### src/rtl/db9_joy_serial_reader.sv
// -----------------------------------------------------------------------------
// db9_joy_serial_reader
//
// Scans a 74HC165-style shift-register chain carrying two DB9 joysticks and
// presents the buttons as active-high words.
//
// Scan sequence (one state per divider tick):
//   IDLE   x IDLE_TICKS  load=1 clk=1
//   LOAD   x 1           load=0 clk=1   (chain parallel-loads, bit 0 on data)
//   SAMPLE x 2*JOY_BITS  load=1 clk=1   (synced data stored at the tick)
//   CLKLO  x 2*JOY_BITS-1       clk=0   (rising edge on exit shifts next bit)
//   END    one clk_sys cycle after the last SAMPLE tick, inside the next IDLE
//          tick; frame_vld is high here and joy1/joy2 already show the frame.
// The scan therefore takes IDLE_TICKS + 4*JOY_BITS ticks per frame.
//
// Ports:
//   clk_sys   in   system clock, rising edge
//   reset     in   synchronous active-high reset
//   joy_clk   out  shift clock to the chain, idle high
//   joy_load  out  parallel load to the chain, active low
//   joy_data  in   serial chain data, asynchronous, active low per button
//   joy1      out  joystick 1 {start,f3,f2,f1,right,left,down,up}, 1=pressed
//   joy2      out  joystick 2, same mapping
//   frame_vld out  one-cycle pulse at the end of every completed frame
// -----------------------------------------------------------------------------
module db9_joy_serial_reader #(
    parameter int CLK_DIV    = 6,
    parameter int IDLE_TICKS = 8,
    parameter int JOY_BITS   = 8,
    parameter int FILTER     = 1
) (
    input  logic                clk_sys,
    input  logic                reset,
    output logic                joy_clk,
    output logic                joy_load,
    input  logic                joy_data,
    output logic [JOY_BITS-1:0] joy1,
    output logic [JOY_BITS-1:0] joy2,
    output logic                frame_vld
);

    localparam int FRAME_BITS = 2 * JOY_BITS;
    localparam int DIV_W      = $clog2(CLK_DIV);
    localparam int IDLE_W     = $clog2(IDLE_TICKS + 1);
    localparam int CNT_W      = $clog2(FRAME_BITS);

    typedef enum logic [2:0] {
        S_IDLE,
        S_LOAD,
        S_SAMPLE,
        S_CLKLO,
        S_END
    } state_t;

    state_t                  state_reg, state_next;
    logic [DIV_W-1:0]        div_reg;
    logic [IDLE_W-1:0]       idle_reg, idle_next;
    logic [CNT_W-1:0]        cnt_reg, cnt_next;
    logic [FRAME_BITS-1:0]   frame_reg, frame_next;
    logic [FRAME_BITS-1:0]   prev_reg;
    logic [1:0]              sync_reg;
    logic                    joy_clk_reg, joy_load_reg, frame_vld_reg;
    logic [JOY_BITS-1:0]     joy1_reg, joy2_reg;
    logic                    tick;
    logic                    synced;
    logic                    last_bit;
    logic                    frame_done;
    logic                    take_frame;

    assign tick     = (div_reg == DIV_W'(CLK_DIV - 1));
    assign synced   = sync_reg[1];
    assign last_bit = (cnt_reg == CNT_W'(FRAME_BITS - 1));

    // Final sample of the frame: frame_next already holds the complete word.
    assign frame_done = (state_reg == S_SAMPLE) && tick && last_bit;
    assign take_frame = (FILTER == 0) || (frame_next == prev_reg);

    always_comb begin
        state_next = state_reg;
        idle_next  = idle_reg;
        cnt_next   = cnt_reg;
        frame_next = frame_reg;
        case (state_reg)
            S_IDLE: begin
                if (tick) begin
                    if (idle_reg == IDLE_W'(IDLE_TICKS - 1)) begin
                        idle_next  = '0;
                        state_next = S_LOAD;
                    end else begin
                        idle_next = idle_reg + IDLE_W'(1);
                    end
                end
            end
            S_LOAD: begin
                if (tick) state_next = S_SAMPLE;
            end
            S_SAMPLE: begin
                if (tick) begin
                    frame_next[cnt_reg] = synced;
                    if (last_bit) begin
                        state_next = S_END;
                    end else begin
                        cnt_next   = cnt_reg + CNT_W'(1);
                        state_next = S_CLKLO;
                    end
                end
            end
            S_CLKLO: begin
                if (tick) state_next = S_SAMPLE;
            end
            S_END: begin
                // Never coincides with a tick (CLK_DIV >= 4), so the idle
                // counter loses nothing by skipping this cycle.
                cnt_next   = '0;
                state_next = S_IDLE;
            end
            default: begin
                state_next = S_IDLE;
            end
        endcase
    end

    always_ff @(posedge clk_sys) begin
        if (reset) begin
            state_reg     <= S_IDLE;
            div_reg       <= '0;
            idle_reg      <= '0;
            cnt_reg       <= '0;
            frame_reg     <= '1;
            prev_reg      <= '1;
            sync_reg      <= 2'b11;
            joy_clk_reg   <= 1'b1;
            joy_load_reg  <= 1'b1;
            frame_vld_reg <= 1'b0;
            joy1_reg      <= '0;
            joy2_reg      <= '0;
        end else begin
            sync_reg  <= {sync_reg[0], joy_data};
            div_reg   <= tick ? '0 : div_reg + DIV_W'(1);
            state_reg <= state_next;
            idle_reg  <= idle_next;
            cnt_reg   <= cnt_next;
            frame_reg <= frame_next;
            // Pins follow the state being entered, so they line up with the
            // state register and can only move on a state change.
            joy_clk_reg   <= (state_next != S_CLKLO);
            joy_load_reg  <= (state_next != S_LOAD);
            frame_vld_reg <= frame_done;
            if (frame_done) begin
                prev_reg <= frame_next;
                if (take_frame) begin
                    joy1_reg <= ~frame_next[JOY_BITS-1:0];
                    joy2_reg <= ~frame_next[FRAME_BITS-1:JOY_BITS];
                end
            end
        end
    end

    assign joy_clk   = joy_clk_reg;
    assign joy_load  = joy_load_reg;
    assign joy1      = joy1_reg;
    assign joy2      = joy2_reg;
    assign frame_vld = frame_vld_reg;

endmodule

### config.mk
export PLATFORM = sky130hd
export DESIGN_NAME = db9_joy_serial_reader
export DESIGN_NICKNAME = d
export VERILOG_FILES = /design/src/rtl/db9_joy_serial_reader.sv
export SDC_FILE = /design/constraint.sdc
export NUM_CORES = 1
export LEC_CHECK = 0
export CAP_MARGIN = 20
export CORE_MARGIN = 2
export CORE_UTILIZATION = 53
export CTS_BUF_LIST = sky130_fd_sc_hd__clkbuf_16
export CTS_CLUSTER_DIAMETER = 30
export DETAILED_ROUTE_END_ITERATION = 10
export GPL_ROUTABILITY_DRIVEN = 0
export PLACE_DENSITY_LB_ADDON = 0.3
export SLEW_MARGIN = 20
export SYNTH_ARGS = -nofsm -noshare
export SYNTH_HDL_FRONTEND = slang
export SYNTH_SLANG_ARGS = --single-unit
### constraint.sdc
create_clock -name clk_sys -period 7.41 [get_ports clk_sys]
set_clock_uncertainty 0.1 [all_clocks]
set_input_delay 1.1115 -clock clk_sys [delete_from_list [all_inputs] [get_ports clk_sys]]
set_output_delay 1.1115 -clock clk_sys [all_outputs]
set_load 0.01 [all_outputs]
== Word level (Yosys, flattened, before mapping) ==
Cells that the tools add are included.
Word-level totals
  register bits: 67
  bits of input ports: 3
  output and inout bits: 19
  word-level logic and storage cells: 56
Cells by class
  $add $sub $neg: 3
  magnitude comparators: 2
  equality and inequality tests: 12
  muxes and demuxes: 15
  bitwise logic cells: 2
  reduce and logical (&&, ||, !) cells: 10
Operators by type and width (number)
  $mux W16: 2
  $bwmux W16: 1
  $eq A16 B16 Y1: 1
  $not A8 Y8: 2
  $mux W3: 5
  $mux W4: 3
  $pmux W3 S3: 1
  $add A4 B1 Y4 const B: 2
  $pmux W4 S2: 1
  $eq A3 B2 Y1 const B: 2
  $eq A3 B3 Y1 const B: 2
  $lt A4 B5 Y1 const B: 1
  $demux W1 S4: 1
  $eq A4 B3 Y1 const B: 1
  $eq A4 B4 Y1 const B: 1
  $ge A4 B1 Y1 const B: 1
  $ne A2 B2 Y1 const B: 2
  $reduce_and A2 Y1: 2
  $reduce_or A2 Y1: 2
  $add A3 B1 Y3 const B: 1
  $eq A3 B1 Y1 const B: 1
  $logic_and A1 B1 Y1: 3
  $logic_not A3 Y1: 1
  $ne A3 B1 Y1 const B: 1
  4 further kinds: 4

== Depth between registers and ports, before layout ==
  word-level depth: 9
  mapped depth: 11
  gate-level depth less buffers: 9

== Worst setup path after synthesis ==
No wires, ideal clock.
  path kind: register to register
  start point: reg cnt_reg[2]
  end point: reg joy1_reg[2] (netlist: joy1[2])
  arrival: 2.768 ns
  data required time: 7.238 ns
  setup slack: 4.470 ns
  cell stages (with the launch flop): 9
  buffers on the path: 1
  clock period less this slack: 2.940 ns
  cells stage by stage: dfxtp_1 > or4b_4 > nor2_2 > mux2_2 > a2111oi_0 > nand4_1 > nor4_4 > buf_6 > mux2i_1
Between the ends
  word-level cells in the longest chain between the ends: 9
  elaborated cells between the ends (all ways): 13
  classes of those cells: 2 x order compare; 2 x eq/ne; 5 x mux; 1 x bitwise; 3 x reduce/logical
Ends and longest elaborated chain
  start: declaration: line 58  | logic [CNT_W-1:0] cnt_reg, cnt_next;
  start signal: assignment: line 142  | cnt_reg <= cnt_next;
  $lt A4 B5 Y1 (not written as such) or $ge A4 B1 Y1 (tied branches): line 99  | frame_next[cnt_reg] = synced;
  $logic_and A1 B1 Y1 (not written as such): line 99
  $mux W1 (not written as such): line 99
  $demux W1 S4: line 99
  $bwmux W16: line 99
  $mux W16: line 98  | if (tick) begin
  $mux W16: line 83  | case (state_reg)
  $eq A16 B16 Y1: line 76  | assign take_frame = (FILTER == 0) || (frame_next == prev_reg);
  $reduce_and A2 Y1 (no source line)
  end signal: assignment: line 152  | joy1_reg <= ~frame_next[JOY_BITS-1:0];
  end: declaration: line 63  | logic [JOY_BITS-1:0] joy1_reg, joy2_reg;
Several ways; a longest one is shown, not always the timed one.
A chain may end at the register's enable or synchronous reset.

== Worst setup path after layout ==
  start point: reg div_reg[0]
  end point: reg joy2_reg[7] (netlist: joy2[7])
Between the ends
  word-level cells in the longest chain between the ends: 5
  elaborated cells between the ends (all ways): 8
  classes of those cells: 2 x eq/ne; 2 x mux; 1 x bitwise; 3 x reduce/logical
Ends and longest elaborated chain
  start: declaration: line 56  | logic [DIV_W-1:0] div_reg;
  start signal: assignment: line 139  | div_reg <= tick ? '0 : div_reg + DIV_W'(1);
  $eq A3 B3 Y1 (*): line 70  | assign tick = (div_reg == DIV_W'(CLK_DIV - 1));
  $mux W16: line 98
  $mux W16: line 83
  $eq A16 B16 Y1: line 76
  $reduce_and A2 Y1 (no source line)
  end signal: assignment: line 153  | joy2_reg <= ~frame_next[FRAME_BITS-1:JOY_BITS];
  end: declaration: line 63
Mark *: on every way between the ends. The rest lies on a longest branch, timed or not.

==> parameters.txt <==
Parameter                              Value

Routing
  Via count    2324
  Drt first pass iters    5
  DRT antenna net count    0
  Routed via count divided by cell count    5.64
  Routed wire length    6.24 mm
  Starting DRC count in detailed routing    105
  Routed WL per cell    15.1 µm
  Post-detailed-route DRC marker count    0

Pwr
  Leakage    1.32 nW
  Switching power summed over all nets    0.169 mW
  Worst-case vdd ir drop    156 µV
  Clock share of power    54.1%
  Fraction of power consumed by sequential logic    44.0%
  Total power per unit cell area    229 nW/µm²
  Total power draw    0.830 mW
  Sw frac    20.3%
  Combinational fraction of design power    1.9%
  Cell Int Power    0.662 mW

Critical path
  Critical path depth    9
  Worst reg2reg path startpoint    div_reg[0]$_SDFF_PP0_
  Cells traversed along the worst timing path    ha_1, and3b_1, nand3_2, a211oi_1, o21ai_0, or3_4, nor4_4, buf_4, mux2i_1
  Critical register-to-register path endpoint    joy2[7]$_SDFFE_PP0P_
  Standard cell with the maximum stage delay on the critical path    sky130_fd_sc_hd__nor4_4
  Critical Path Start    div_reg[0]$_SDFF_PP0_
  Worst path bufs/invs    1
  Critical-path maximum fanout    36
  Type of element capturing the critical path    flop
  Crit path required time    7.57 ns
  Critical Path AT    4.19 ns
  Number of cells on the worst reg-to-reg path    9
  Flop2flop setup slack    3.38 ns
  CP peak stage delay    0.74 ns
  Worst setup path endpoint    joy2[7]$_SDFFE_PP0P_
  Critical path's top delay family    simple AND/OR/NAND/NOR gates
  Critical path start-end classification    reg -> reg
  Startpoint type of the worst setup path    flop

Hold path
  Worst hold stages    1
  Worst hold path type    reg -> reg

GRT
  Initial antenna violation count    0
  Pin count of the biggest net entering global routing    62
  Via count of the first global-routing pass    2271
  Congestion Overflow GR    0
  Total routing usage reported by global routing    21.7%
  Wire length of the first global-routing pass    10.7 mm

Yosys
  Count of yosys warnings during synthesis    0
  Sequential-to-total area share from yosys stat    43.4%
  Number of flip-flops and latches in the synthesized netlist    67
  Most common flop cell mapped by yosys    sky130_fd_sc_hd__dfxtp_1
  Mean post-synth cell area    9.66 µm²
  Netlist area before placement    3090 µm²
  Count of flip-flops with a built-in enable after synthesis    0
  Post-synthesis async set-or-reset flop share    0%
  Yosys cell types    56
  Post-synthesis cell count    320
  Synthesized Nets    331

Clock network
  Cts bufs inserted    9
  Clock Root Buffer    sky130_fd_sc_hd__clkbuf_16
  Count of cells resized by post-cts repair    0
  Number of hold buffers added after cts    0
  Number of sinks handled by clock tree synthesis    67
  Count of H-tree levels built during CTS    3
  Clock tree from TritonCTS    built
  Buffers from clock root to sink, at most    2
  Clock transition time at the flip-flop clock pins of the worst setup and hold paths    0.06 ns
  Insertion delay of the later-clocked pin in the worst-skew pair    0.33 ns
  Count of buffers added by post-CTS timing repair for setup    0

Finish
  Share of post-route cells with drive strength above 1    9.41%
  Commonest cells after routing, fill and taps aside    67 x sky130_fd_sc_hd__dfxtp_1, 40 x sky130_fd_sc_hd__nor2_1, 32 x sky130_fd_sc_hd__nand2b_1
  Number of nets in the final layout    346
  Most frequent standard cell in the layout excluding fill and tap cells    sky130_fd_sc_hd__dfxtp_1
  Area growth, synth to finish    17.2%
  Non-Filler Cell Area, Final    3620 µm²
  Final non-filler cell total    412
  Number of fill cells in the layout    465
  Util after Layout    65.0%
  Diodes inserted    0

Flow run
  Number of violations of the max-capacitance limit    0

Timing
  Worst Slack Setup Final    3.38 ns
  Final critical-path required period    4.03 ns
  Slew at the pin with the worst max-slew slack    0.940 ns
  Unrepaired setup endpoints after global routing    no
  Final count of negative-setup-slack endpoints    0
  Post-Route Setup TNS    0 ns
  Final hold viol count    0
  Max_slew headroom    37.3%
  Post-route clock period utilization    54.3%
  Final-layout worst hold slack    0.306 ns
  Maximum clock frequency    248 MHz
  Final max-slew violation count    0

Status
  Status    completed

Die
  Top Ports    22
  Total die area    6460 µm²
  Die H    80.4 µm
  Width of the die    80.4 µm
  Number of cell rows    27
  Core Box Area    5570 µm²
  Effective utilization at floorplan    55.5%

Place
  HPWL reported at the end of detailed placement    4.09 mm
  Post-placement worst setup slack    3.47 ns
  Port-buffer cells    21
  # placed instances    396
  Cell area reported after detailed placement    3310 µm²
cell usage after synthesis (4+ instances only):
| cell | instances | area [µm²] |
|---|---|---|
| sky130_fd_sc_hd__a211o_1 | 15 | 131 |
| sky130_fd_sc_hd__a21oi_1 | 4 | 20.0 |
| sky130_fd_sc_hd__clkbuf_1 | 12 | 45.0 |
| sky130_fd_sc_hd__dfxtp_1 | 67 | 1340 |
| sky130_fd_sc_hd__ha_1 | 8 | 100 |
| sky130_fd_sc_hd__inv_1 | 6 | 22.5 |
| sky130_fd_sc_hd__mux2i_1 | 30 | 300 |
| sky130_fd_sc_hd__nand2_1 | 12 | 45.0 |
| sky130_fd_sc_hd__nand2b_1 | 32 | 200 |
| sky130_fd_sc_hd__nand3_1 | 5 | 25.0 |
| sky130_fd_sc_hd__nand4_1 | 4 | 25.0 |
| sky130_fd_sc_hd__nand4b_1 | 4 | 35.0 |
| sky130_fd_sc_hd__nor2_1 | 40 | 150 |
| sky130_fd_sc_hd__nor3b_1 | 4 | 30.0 |
| sky130_fd_sc_hd__o21ai_0 | 7 | 35.0 |
| sky130_fd_sc_hd__or3_1 | 4 | 25.0 |
| sky130_fd_sc_hd__xor2_1 | 7 | 61.3 |
final cells by class:
cell class	instances	area, µm²	share of cell area (%)
multi-input combinational	229	1640	45.2
sequential	67	1340	37.0
clock buffer	9	225	6.22
timing repair buffer	22	213	5.87
clock inverter	7	92.6	2.56
tap	72	90.1	2.49
inverter	6	22.5	0.622
layer usage:
layer,up-vias,routed length (µm),track usage [%]
met5,-,0,0
met4,0,68,7.29
met3,6,341,6.97
met2,52,3000,34.4
met1,1104,2830,27.9
li1,1162,-,-
how the worst min path moves through the flow:
stage | start | to
after detailed placement | sync_reg[0]$_SDFF_PP1_ | sync_reg[1]$_SDFF_PP1_
after global routing | sync_reg[0]$_SDFF_PP1_ | sync_reg[1]$_SDFF_PP1_
after CTS | sync_reg[0]$_SDFF_PP1_ | sync_reg[1]$_SDFF_PP1_
after global placement | sync_reg[0]$_SDFF_PP1_ | sync_reg[1]$_SDFF_PP1_
after floorplan | sync_reg[0]$_SDFF_PP1_ | sync_reg[1]$_SDFF_PP1_
final | sync_reg[0]$_SDFF_PP1_ | sync_reg[1]$_SDFF_PP1_
power by group through the flow:
stage               Sequential [mW]  Clock, mW  Combinational, mW
finish                        0.365      0.449             0.0157
global route                  0.365      0.473             0.0177
CTS                           0.365      0.456             0.0156
detailed placement            0.373          0             0.0156
global placement              0.373          0             0.0153
floorplan                     0.371          0             0.0142
cell families after synthesis:
group / share of synthesized area [%]
flip-flops: 43.4
XOR/XNOR: 2.83
adder cells (fa/ha/maj): 3.24
AO/OA/AOI/OAI: 12.0
AND/OR/NAND/NOR: 24.9
multiplexers: 10.1
buffers and inverters: 3.60
Note: power is estimated with default switching activity, not from simulation.
